## src/rtl/fetch_sequencer_pkg.sv

```systemverilog
// +--------------------------------------------------------------------+
// | fetch_sequencer_pkg: shared fetch constants, entry layout, states  |
// | Rev 1.0                                                            |
// +--------------------------------------------------------------------+
`default_nettype none

package fetch_sequencer_pkg;

  localparam int unsigned WORD_BYTES       = 4;
  localparam int unsigned ADDR_W           = 32;
  localparam int unsigned DATA_W           = 32;
  localparam int unsigned ENTRY_W          = ADDR_W + DATA_W;
  localparam logic [31:0] RESET_PC_DEFAULT = 32'h0000_0000;

  typedef struct packed {
    logic [ADDR_W-1:0] pc;
    logic [DATA_W-1:0] instr;
  } fetch_entry_t;

  typedef enum logic [1:0] {
    Q_EMPTY   = 2'd0,
    Q_PARTIAL = 2'd1,
    Q_FULL    = 2'd2
  } q_state_e;

  function automatic q_state_e q_state_of(input int unsigned count, input int unsigned depth);
    if (count == 0) return Q_EMPTY;
    if (count >= depth) return Q_FULL;
    return Q_PARTIAL;
  endfunction

endpackage

`default_nettype wire

```

## src/rtl/fetch_sequencer_queue.sv

```systemverilog
// +--------------------------------------------------------------------+
// | fetch_queue: DEPTH-entry sync FIFO, flush beats push/pop           |
// | Rev 1.0                                                            |
// +--------------------------------------------------------------------+
`default_nettype none

module fetch_queue #(
  parameter int unsigned W     = 64,
  parameter int unsigned DEPTH = 2
) (
  input  logic                       clk,
  input  logic                       rst,
  input  logic                       push_i,
  input  logic                       pop_i,
  input  logic                       flush_i,
  input  logic [W-1:0]               wdata_i,
  output logic [W-1:0]               rdata_o,
  output logic [$clog2(DEPTH):0]     count_o
);

  localparam int unsigned PW = $clog2(DEPTH);
  localparam int unsigned CW = PW + 1;

  logic [W-1:0]  mem_q [DEPTH];
  logic [PW-1:0] head_q;
  logic [PW-1:0] tail_q;
  logic [CW-1:0] count_q;

  always_ff @(posedge clk or posedge rst) begin
    if (rst) begin
      head_q  <= '0;
      tail_q  <= '0;
      count_q <= '0;
    end else if (flush_i) begin
      head_q  <= '0;
      tail_q  <= '0;
      count_q <= '0;
    end else begin
      if (push_i) tail_q <= tail_q + 1'b1;
      if (pop_i)  head_q <= head_q + 1'b1;
      count_q <= count_q + CW'(push_i) - CW'(pop_i);
    end
  end

  // Storage needs no reset: the read port is masked to zero while empty.
  always_ff @(posedge clk) begin
    if (push_i && !flush_i) mem_q[tail_q] <= wdata_i;
  end

  assign rdata_o = (count_q == '0) ? '0 : mem_q[head_q];
  assign count_o = count_q;

endmodule

`default_nettype wire

```

## src/rtl/fetch_sequencer.sv

```systemverilog
// +--------------------------------------------------------------------+
// | fetch_sequencer: fetch PC, prefetch queue and branch redirect      |
// | Rev 1.0                                                            |
// +--------------------------------------------------------------------+
`default_nettype none

module fetch_sequencer
  import fetch_sequencer_pkg::*;
#(
  parameter int unsigned       ADDR_W   = fetch_sequencer_pkg::ADDR_W,
  parameter int unsigned       DATA_W   = fetch_sequencer_pkg::DATA_W,
  parameter logic [ADDR_W-1:0] RESET_PC = ADDR_W'(RESET_PC_DEFAULT),
  parameter int unsigned       QDEPTH   = 2
) (
  input  logic                      clk,
  input  logic                      rst,
  output logic [ADDR_W-1:0]         imem_addr,
  input  logic [DATA_W-1:0]         imem_instr,
  input  logic                      branch_taken,
  input  logic [ADDR_W-1:0]         branch_addr,
  input  logic                      id_ready,
  output logic                      id_valid,
  output logic [DATA_W-1:0]         id_instr,
  output logic [ADDR_W-1:0]         id_pc,
  output logic [$clog2(QDEPTH):0]   q_count
);

  localparam logic [ADDR_W-1:0] ALIGN_MASK = ~ADDR_W'(WORD_BYTES - 1);

  logic [ADDR_W-1:0]        fetch_pc_q;
  logic [ADDR_W-1:0]        fetch_pc_d;
  logic [ADDR_W+DATA_W-1:0] head_w;
  q_state_e                 q_state_w;
  logic                     pop_w;
  logic                     push_w;

  assign q_state_w = q_state_of(32'(q_count), QDEPTH);
  assign id_valid  = (q_state_w != Q_EMPTY);
  assign pop_w     = id_valid & id_ready & ~branch_taken;
  // A full queue may still accept a word in the same cycle its head drains.
  assign push_w    = ~branch_taken & ((q_state_w != Q_FULL) | (id_valid & id_ready));

  always_comb begin
    fetch_pc_d = fetch_pc_q;
    if (branch_taken)
      fetch_pc_d = branch_addr & ALIGN_MASK;
    else if (push_w)
      fetch_pc_d = fetch_pc_q + ADDR_W'(WORD_BYTES);
  end

  always_ff @(posedge clk or posedge rst) begin
    if (rst) fetch_pc_q <= RESET_PC;
    else     fetch_pc_q <= fetch_pc_d;
  end

  fetch_queue #(
    .W     (ADDR_W + DATA_W),
    .DEPTH (QDEPTH)
  ) u_queue (
    .clk     (clk),
    .rst     (rst),
    .push_i  (push_w),
    .pop_i   (pop_w),
    .flush_i (branch_taken),
    .wdata_i ({fetch_pc_q, imem_instr}),
    .rdata_o (head_w),
    .count_o (q_count)
  );

  assign imem_addr          = fetch_pc_q;
  assign {id_pc, id_instr}  = head_w;

endmodule

`default_nettype wire

```

## config.mk

```make
export PLATFORM = sky130hd
export DESIGN_NAME = fetch_sequencer
export DESIGN_NICKNAME = d
export VERILOG_FILES = /design/src/rtl/fetch_sequencer_pkg.sv /design/src/rtl/fetch_sequencer_queue.sv /design/src/rtl/fetch_sequencer.sv
export SDC_FILE = /design/constraint.sdc
export NUM_CORES = 1
export LEC_CHECK = 0
export CORE_UTILIZATION = 53
export DETAILED_ROUTE_END_ITERATION = 7
export PLACE_DENSITY = 0.84
export SYNTH_ARGS = -nofsm -noshare
export SYNTH_HDL_FRONTEND = slang
export SYNTH_SLANG_ARGS = --single-unit
```

## constraint.sdc

```tcl
create_clock -name clk -period 8.3 [get_ports clk]
set_clock_uncertainty 0.1 [all_clocks]
set_input_delay 1.66 -clock clk [delete_from_list [all_inputs] [get_ports clk]]
set_output_delay 1.66 -clock clk [all_outputs]
set_load 0.05 [all_outputs]
```

==> run_results.csv, run 1 <==
group,metric,value,unit
yosys,ys_seq_elements,158,
final_layout,layout-drive-gt1-share,6.60,%
final_layout,design_area,9060,µm²
timing,slew_headroom,26.8,%
clock_tree,tritoncts,"built",
global_route,antenna_found_initial,0,
final_layout,antennaDiodeCount,0,
timing,drv_slew,0,
setup_path,start_kind,"flip-flop",
floorplanning,die_h,115,µm
global_route,grt-ovfl-total,0,
flow_run,cap_violations,0,
setup_path,cp.arrival,2810,ps
drt,drc,0,
drt,routed_wl,15000,µm
drt,wire_per_inst,17.6,µm
floorplanning,start_util,55.2,%
timing,final.min_clock_period,4570,ps
timing,setup_viol,0,
yosys,yosysWarningCount,0,
global_route,grt_pass1_wl,23500,µm
pwr,peakVddDrop,0.000173,V
floorplanning,die_w,115,µm
timing,hold_viol,0,
clock_tree,root_buffer,"clkbuf_16",
yosys,synthArstFlopShare,21.5,%
drt,dr.first_iter.drc_count,400,
pwr,leakage,3.16,nW
final_layout,final_nets,740,
yosys,synth-edff-count,124,
yosys,synth_ff_type,"edfxtp_1",
drt,drt-pass1-iter-count,5,
clock_tree,post-cts-setup-buffers,0,
min_path,min-delay-start,"imem_addr[30]$_DFFE_PP0P_",
drt,ant_nets,0,
global_route,grt_usage,23.7,%
yosys,yosysSeqAreaShare,68.1,%
setup_path,cp_num_buf_inv,1,
clock_tree,clock-sinks,158,
place,dpl.hpwl,9730,µm
setup_path,r2r_slack,5810,ps
setup_path,path_cells,"mux2i_1, nor2_1, clkdlybuf4s50_1",
global_route,grt_max_degree,64,
place,port_buffers,160,
final_layout,fin_util,74.5,%
clock_tree,postCtsHoldBufs,0,
min_path,holdPathStages,0,
outcome,status,"completed",
place,gp_congestion,0.809,
setup_path,r2r_cells,4,
yosys,yosys.cell_types.count,38,
drt,vias,4697,
global_route,grt_pass1_vias,4607,
setup_path,crit_path_max_fanout,63,
setup_path,setup.worst_path.end_class,"output port",
pwr,power_density,356,nW/µm²
setup_path,timing.rr.start,"imem_addr[7]$_DFFE_PP0P_",
final_layout,layout_common_cells,"clkdlybuf4s50_1, edfxtp_1, nor2_1",
min_path,holdPathEnd,"u_queue.mem_q[1][62]$_DFFE_PP_",
setup_path,crit_required,6540,ps
clock_tree,ctsResizeCount,0,
floorplanning,dieArea,13100,µm²
yosys,syn-cell-area,6720,µm²
floorplanning,rows,40,
floorplanning,pin_count,167,
final_layout,n_fill_cell,807,
final_layout,layout_commonest_cell,"clkdlybuf4s50_1",
timing,max_freq,0.219,GHz
setup_path,r2r_end,"imem_addr[23]$_DFFE_PP0P_",
yosys,synth_cells,510,
drt,viasPerCell,5.53,
floorplanning,core_area,12200,µm²
clock_tree,htree_num_levels,4,
yosys,synth_area_per_cell,13.2,µm²
setup_path,slowest_stage,"dfrtp_4",
timing,worst_slew_pin_slew,1100,ps
setup_path,criticalPathCategory,"reg2out",
timing,min_period_over_period,55.1,%
clock_tree,clk_latency,410,ps
setup_path,crit_family,"flip-flops",
timing,rsz0062_at_grt,"false",
setup_path,critPathMaxStageDelay,1150,ps
final_layout,syn_to_final_growth,34.9,%
min_path,hold_path.class,"reg2reg",
clock_tree,cts_made_buffers,17,
clock_tree,cts.clk_slew.worst_paths,60,ps
clock_tree,cts_buffer_depth,2,
timing,setup_tns,0,ps
place,place_area,8480,µm²
## synth_stat cells, types with 2 or more instances
cell type | number | share of area (%)
a22oi_1 | 3 | 0.34
xor2_1 | 7 | 0.91
nor2b_1 | 5 | 0.47
nor2_1 | 85 | 4.8
nand4_1 | 16 | 1.5
mux2i_1 | 63 | 9.4
nand3_1 | 17 | 1.3
xnor2_1 | 6 | 0.78
o311ai_0 | 5 | 0.65
buf_1 | 7 | 0.39
a31oi_1 | 11 | 1.0
or2_2 | 2 | 0.19
clkbuf_1 | 17 | 0.95
buf_4 | 4 | 0.45
nand2_1 | 29 | 1.6
o311ai_1 | 2 | 0.26
nor3_1 | 5 | 0.37
edfxtp_1 | 124 | 55
or4_1 | 11 | 1.2
o21ai_0 | 12 | 0.89
ha_1 | 3 | 0.56
inv_1 | 7 | 0.39
and4_1 | 2 | 0.26
nor4_1 | 5 | 0.47
and3_1 | 5 | 0.47
o31ai_1 | 12 | 1.3
dfrtp_1 | 34 | 13
## how the worst max path moves through the flow
stage | start | end | slack, ps | depth (start not counted)
after floorplan | branch_taken | u_queue.mem_q[0][0]$_DFFE_PP_ | 1290 | 3
after global placement | branch_taken | u_queue.mem_q[1][30]$_DFFE_PP_ | 3680 | 5
after detailed placement | branch_taken | u_queue.mem_q[1][25]$_DFFE_PP_ | 3640 | 5
after CTS | u_queue.head_q$_DFFE_PP0P_ | id_pc[24] | 3710 | 3
after global routing | u_queue.head_q$_DFFE_PP0P_ | id_pc[24] | 3600 | 3
final | u_queue.head_q$_DFFE_PP0P_ | id_pc[24] | 3730 | 3
## cell families (layout without fill, tap and decap cells)
kind of cell               count (synthesis)  in the layout  synth area share, %
and+or+nand+nor                          187            187                 13.1
buffers and inverters                     38            207                 2.37
DFF                                      158            158                 68.1
adders and majority gates                  3              3                0.559
xor gates and xnor gates                  13             13                 1.70
muxes                                     63             63                 9.39
other                                      1              4               0.0558
AOI/OAI and AO/OA                         47             47                 4.71
## worst register-to-register path, delay by kind of cell (launching register included)
| family | cells | cell delay (ps) |
|---|---|---|
| and+or+nand+nor | 3 | 1620 |
| DFF | 1 | 470 |
| AOI/OAI and AO/OA | 1 | 200 |
## state kept, by name, indices dropped and copies added (netlist names)
register and count:
u_queue.count_o 2, u_queue.tail_q 1, imem_addr 30, u_queue.head_q 1, u_queue.mem_q 124
## stage by stage
step	hold slack, ps	setup WS (ps)	instances	total power, mW
after floorplan	425	1290	513	2.02
after global placement	409	3680	818	2.46
after detailed placement	424	3640	818	2.48
after CTS	439	3710	850	3.25
after global routing	467	3600	850	3.35
final	442	3730	850	3.23
## per-layer routing
metal  up-vias  track usage, %  wire, µm
met4         0            8.14       271
met3        22            5.51       870
met1      2278            30.3      6250
met5         -               0         0
li1       2214               -         -
met2       183            40.0      7600
## power by group
part	total [mW]	internal, mW	switching, mW	leakage [nW]
Sequential	1.11	0.994	0.120	1.56
Combinational	1.35	0.448	0.901	1.32
Clock	0.763	0.449	0.314	0.284
Total	3.23	1.89	1.33	3.16
## area by class of cell
| class | count | area [µm²] | share of cell area [%] |
|---|---|---|---|
| Multi-Input combinational cell | 317 | 2010 | 22.2 |
| Tap cell | 168 | 210 | 2.32 |
| Timing Repair Buffer | 166 | 1650 | 18.2 |
| Sequential cell | 158 | 4580 | 50.5 |
| Clock inverter | 14 | 158 | 1.74 |
| Inverter | 9 | 33.8 | 0.373 |
| Clock buffer | 18 | 429 | 4.73 |
No activity file was read; power rests on OpenSTA's default activity.
==> run 2, diff against run 1 <==
--- a/config.mk
+++ b/config.mk
@@ -5,9 +5,9 @@
 export SDC_FILE = /design/constraint.sdc
 export NUM_CORES = 1
 export LEC_CHECK = 0
-export CORE_UTILIZATION = 53
+export CORE_UTILIZATION = 45
 export DETAILED_ROUTE_END_ITERATION = 7
-export PLACE_DENSITY = 0.84
+export PLACE_DENSITY = 0.76
 export SYNTH_ARGS = -nofsm -noshare
 export SYNTH_HDL_FRONTEND = slang
 export SYNTH_SLANG_ARGS = --single-unit
==> constraint.sdc (replaced) <==
create_clock -name clk -period 3.9 [get_ports clk]
set_clock_uncertainty 0.1 [all_clocks]
set_input_delay 0.78 -clock clk [delete_from_list [all_inputs] [get_ports clk]]
set_output_delay 0.78 -clock clk [all_outputs]
set_load 0.05 [all_outputs]
==> run 2 against run 1 <==
Against the previous run:
- non-clock buffer count is 4 higher
- utilization decreased by 12 points
- design area is 0.90% higher
- die area grew 17%
- final cell count grew 2.1%
- sequential power is 110% higher
- via count rose by 0.79%
- clock power is 110% higher
- critical path type unchanged
- largest power group unchanged
==> run_results.csv, run 2 (same netlist as run 1, synthesis figures left out) <==
group,metric,value,unit
outcome,status,"completed",
setup_path,setup.worst_path.end_class,"output port",
setup_path,critPathMaxStageDelay,820,ps
clock_tree,clock-sinks,158,
pwr,p_total,6.91,mW
final_layout,top_register,"u_queue.mem_q",
pwr,leakage,3.19,nW
setup_path,criticalPathCategory,"reg2out",
floorplanning,core_area,14500,µm²
global_route,grt-ovfl-total,0,
setup_path,start_kind,"flip-flop",
timing,setup_viol,0,
timing,min_period_over_period,85.9,%
global_route,grt_pass1_vias,4568,
timing,rsz0062_at_grt,"false",
clock_tree,htree_num_levels,4,
drt,drc,0,
place,place_inst,838,
final_layout,antennaDiodeCount,0,
final_layout,largest_reg_flops,124,
timing,hold_viol,0,
global_route,grt_pass1_wl,23300,µm
drt,routed_wl,15200,µm
setup_path,path_cells,"buf_4, mux2i_1, nor2_1, clkdlybuf4s50_1",
clock_tree,root_buffer,"clkbuf_16",
clock_tree,tritoncts,"built",
floorplanning,die_h,124,µm
clock_tree,cts.clk_slew.worst_paths,60,ps
clock_tree,cts_made_buffers,17,
final_layout,layout_common_cells,"clkdlybuf4s50_1, edfxtp_1, nor2_1",
setup_path,cp.arrival,2470,ps
timing,setup_tns,0,ps
final_layout,final_nets,744,
final_layout,fin_cells,868,
drt,ant_nets,0,
timing,drv_slew,0,
final_layout,n_fill_cell,1157,
floorplanning,die_w,124,µm
final_layout,layout_commonest_cell,"clkdlybuf4s50_1",
timing,slew_headroom,40.1,%
drt,viasPerCell,5.45,
timing,worst_slew_pin_slew,891,ps
timing,final.min_clock_period,3350,ps
setup_path,crit_path_max_fanout,17,
pwr,pwr-share-comb,43.4,%
pwr,peakVddDrop,0.000341,V
place,port_buffers,160,
drt,drt-pass1-iter-count,5,
global_route,grt_max_degree,53,
floorplanning,pin_count,167,
pwr,p_int,4.13,mW
drt,dr.first_iter.drc_count,494,
floorplanning,dieArea,15400,µm²
setup_path,slowest_stage,"clkdlybuf4s50_1",
drt,vias,4734,
final_layout,layout-drive-gt1-share,6.43,%
drt,wire_per_inst,17.5,µm
timing,max_freq,0.298,GHz
pwr,power.share.clock,23.5,%
pwr,power_density,755,nW/µm²
pwr,power_switching,2.77,mW
pwr,sw_frac_of_total,40.1,%
final_layout,syn_to_final_growth,36.2,%
final_layout,seq_area,4580,µm²
clock_tree,postCtsHoldBufs,0,
clock_tree,clk_latency,420,ps
clock_tree,cts_buffer_depth,2,
final_layout,multi_input_area,2010,µm²
flow_run,cap_violations,0,
setup_path,crit_required,3020,ps
floorplanning,rows,44,
clock_tree,ctsResizeCount,0,
clock_tree,post-cts-setup-buffers,0,
min_path,hold_path.class,"reg2reg",
global_route,antenna_found_initial,0,
place,dpl.hpwl,10400,µm
global_route,grt_usage,20.3,%
pwr,seq_power_share,33.1,%
floorplanning,start_util,46.2,%
place,gp_congestion,0.843,
-- run 2: cell types whose count changed in the layout (fill, tap and decap cells not counted), sizes merged --
cell           change
buf                +5
clkbuf             +4
clkinvlp           -1
inv                -5
clkdlybuf4s50      -1
clkinv             -1
bufinv             +1
-- run 2: area by class of cell --
class	count	share of cell area (%)
clock buffer	22	5.08
clock inverter	8	1.26
inverter	9	0.369
multi-input combinational	317	22.0
sequential	158	50.1
tap	184	2.52
timing repair buffer	170	18.7
-- run 2: worst max-delay path: cells and delay by family, from the launching register on --
kind,cells,cell delay [ps]
AND/OR/NAND/NOR,1,130
buffers and inverters,2,1180
flip-flops,1,590
multiplexers,1,130
-- run 2: per-layer routing --
metal  wire length (µm)  vias up  GRT usage (%)
li1                   -     2215              -
met1               6210     2296           25.2
met5                  0        -              0
met2               7560      198           34.0
met3               1110       25           5.04
met4                301        0           8.41
-- run 2: through the flow --
step	setup WS [ps]	hold slack, ps	util (%)	instance area, µm²
floorplan	583	477	-	6740
global placement	660	409	58.9	8570
detailed placement	549	434	58.9	8570
CTS	529	447	62.9	9150
global route	431	456	62.9	9150
finish	550	452	62.9	9150
-- run 2: final timing paths --
kind / slack [ps] / startpoint / depth (start not counted) / endpoint
max in group asynchronous: 2250 / rst / 3 / imem_addr[26]$_DFFE_PP0P_
min in group asynchronous: 720 / rst / 2 / imem_addr[3]$_DFFE_PP0P_
hold reg to reg: 450 / imem_addr[31]$_DFFE_PP0P_ / 0 / u_queue.mem_q[1][63]$_DFFE_PP_
setup reg to reg: 1370 / imem_addr[8]$_DFFE_PP0P_ / 4 / imem_addr[21]$_DFFE_PP0P_
setup / recovery: 550 / u_queue.head_q$_DFFE_PP0P_ / 4 / id_pc[20]
hold / removal: 450 / imem_addr[31]$_DFFE_PP0P_ / 0 / u_queue.mem_q[1][63]$_DFFE_PP_
-- run 2: power groups by stage --
stage          Clock (mW)  Combinational, mW  Sequential [mW]
2_1_floorplan           0               1.89             2.41
3_5_place_dp            0               3.02             2.32
6_report             1.62               3.00             2.29
4_1_cts              1.65               3.03             2.29
3_3_place_gp            0               2.99             2.30
5_1_grt              1.71               3.18             2.32
==> RTL change: new RTL, flow settings as in run 2 <==
Make the reset (`rst`) synchronous in 2 clocked blocks.
--- a/src/rtl/fetch_sequencer_queue.sv
+++ b/src/rtl/fetch_sequencer_queue.sv
@@ -28,3 +28,3 @@
 
-  always_ff @(posedge clk or posedge rst) begin
+  always_ff @(posedge clk) begin
     if (rst) begin
--- a/src/rtl/fetch_sequencer.sv
+++ b/src/rtl/fetch_sequencer.sv
@@ -50,3 +50,3 @@
 
-  always_ff @(posedge clk or posedge rst) begin
+  always_ff @(posedge clk) begin
     if (rst) fetch_pc_q <= RESET_PC;
Function: differs if rst is asserted again (counterexample within 4 cycles, from zero or initial values and one cycle with rst high); with rst held inactive, the same outputs for 4 cycles.
==> RTL change against run 2 <==
Routed wire length decreased by 4.5%. Final cell count decreased by 0.69%. Setup slack got worse by 0.048 ns. Sequential cell count increased by 1. Critical path depth unchanged. Register-to-register slack improved by 0.33 ns. Final area increased by 0.19%. Synthesized area decreased by 0.80%. Largest cell class unchanged.
Power is not compared: it rests on default switching activity, and its combinational part moved more than twofold at a synthesized area within 25%.
==> RTL change: results (changes against run 2) <==
stage,metric,value,unit,change
drt,vias,4500,,-4.9%
worst_setup_path,r2r_end,imem_addr[28],,
worst_setup_path,crit_arrival,2.52,ns,+0.05 ns
sta,setup_violations,0,,unchanged
drt,first_pass_iters,4,,-1
worst_setup_path,critPathMaxFanout,30,,+13
worst_hold_path,hold_path_depth,2,,+2
drt,drtIter0Drc,347,,-30%
placement,place_ws,0.786,ns,+0.237 ns
logic_synthesis,synth_common_cells,"edfxtp_1, nor2_1, mux2i_1, dfxtp_1, nand2_1",,
worst_hold_path,hold_start,u_queue.head_q,,
worst_setup_path,worstReg2RegStart,u_queue.count_o[1],,
placement,post-place-cells,830,,-0.95%
pwr,ir_drop,0.314,mV,
clocking,cts-root-buf,clkbuf_16,,
grt,grt_max_degree,48,,-9.4%
placement,hpwlAfterDp,9.84,mm,-4.9%
finish,nets,736,,-1.1%
grt,grt_pass1_wl,22.3,mm,-4.1%
grt,track_usage,19.8,%,-0.51 points
logic_synthesis,ys_types,43,,+13%
placement,gp_congestion,0.787,,-6.6%
finish,drive_above_1_share,9.44,%,+3.0 points
drt,vias_per_cell,5.22,,-4.3%
logic_synthesis,async_flop_share,0,%,-22 points
grt,antenna_found_initial,0,,unchanged
drt,wl_per_cell,16.8,um,-3.8%
logic_synthesis,synth_cells,500,,-2.0%
sta,worst_pin_slew,0.731,ns,-0.160 ns
worst_setup_path,reg2regPathDepth,5,,+1
logic_synthesis,ys_top_cells_by_area,"edfxtp_1, dfxtp_1, mux2i_1",,
pwr,power_leakage,3.03,nW,
grt,grt_pass1_vias,4369,,-4.4%
logic_synthesis,synth_edf_count,124,,unchanged
outcome,status,completed,,
finish,largest_reg_flops,124,,unchanged
worst_setup_path,rrSetupSlack,1.70,ns,+0.33 ns
sta,max_freq,0.294,GHz,-1.4%
logic_synthesis,synth-seq-area-share,66.4,%,-1.7 points
[RTL change: cell count changes in the layout (fill, tap and decap cells not counted), moves of 11 or more]
cell      before  now
xnor2_1        6   19
dfrtp_1       33    0
a31oi_1       11    0
a211oi_1       0   13
or4_1         11    0
dfxtp_1        0   34
o31ai_1       12    0
[RTL change: worst reg2reg max path, stage by stage, from the launching register on]
cell and delay, ns:
dfxtp_1 0.38, nand2b_1 0.35, nand3_2 0.38, nor4_2 0.45
nor3_1 0.09, a2111oi_1 0.33
[RTL change: worst max-delay path by stage]
stage                 start             endpoint  cells after the start
5_1_grt                flop            id_pc[31]                      4
4_1_cts                flop            id_pc[31]                      4
3_3_place_gp       id_ready        imem_addr[28]                      6
6_report               flop            id_pc[31]                      4
2_1_floorplan  branch_taken  u_queue.mem_q[1][0]                      3
3_5_place_dp       id_ready        imem_addr[28]                      6
[RTL change: layout make-up]
type	instances	area (um^2)
sequential	159	4430
multi-input combinational	310	2120
clock buffer	20	447
clock inverter	12	208
fill	1100	5320
inverter	6	22.5
timing repair buffer	171	1710
tap	184	230
[RTL change: kinds of logic after synthesis]
kind of cell	after synthesis	synth area share [%]
buf+inv	34	2.27
mux	65	9.77
other cells	1	0.0563
compound gates	30	3.27
xor+xnor	30	3.94
simple gates	178	13.7
flops	159	66.4
fa+ha+maj	3	0.563
[RTL change: power breakdown]
part,switching [mW],internal (mW)
logic,0.379,0.226
registers,0.0667,1.93
clock network,0.658,1.16
[RTL change: stage by stage]
stage                     cell area [um^2]  utilization (%)  total power, mW  hold WS [ns]
after detailed placement              8510             58.8             2.64         0.414
after floorplan                       6690                -             2.39         0.372
after global routing                  9160             63.3             4.57         0.446
after CTS                             9160             63.3             4.46         0.432
final                                 9160             63.3             4.42         0.435
after global placement                8510             58.8             2.63         0.388
[RTL change: routing by layer]
metal | global-route usage (%) | up-vias | wire length [um]
li1 | - | 2150 | -
met1 | 23.6 | 2175 | 6140
met2 | 33.0 | 151 | 7160
met3 | 5.36 | 24 | 890
met4 | 10.1 | 0 | 318
met5 | 0 | - | 0
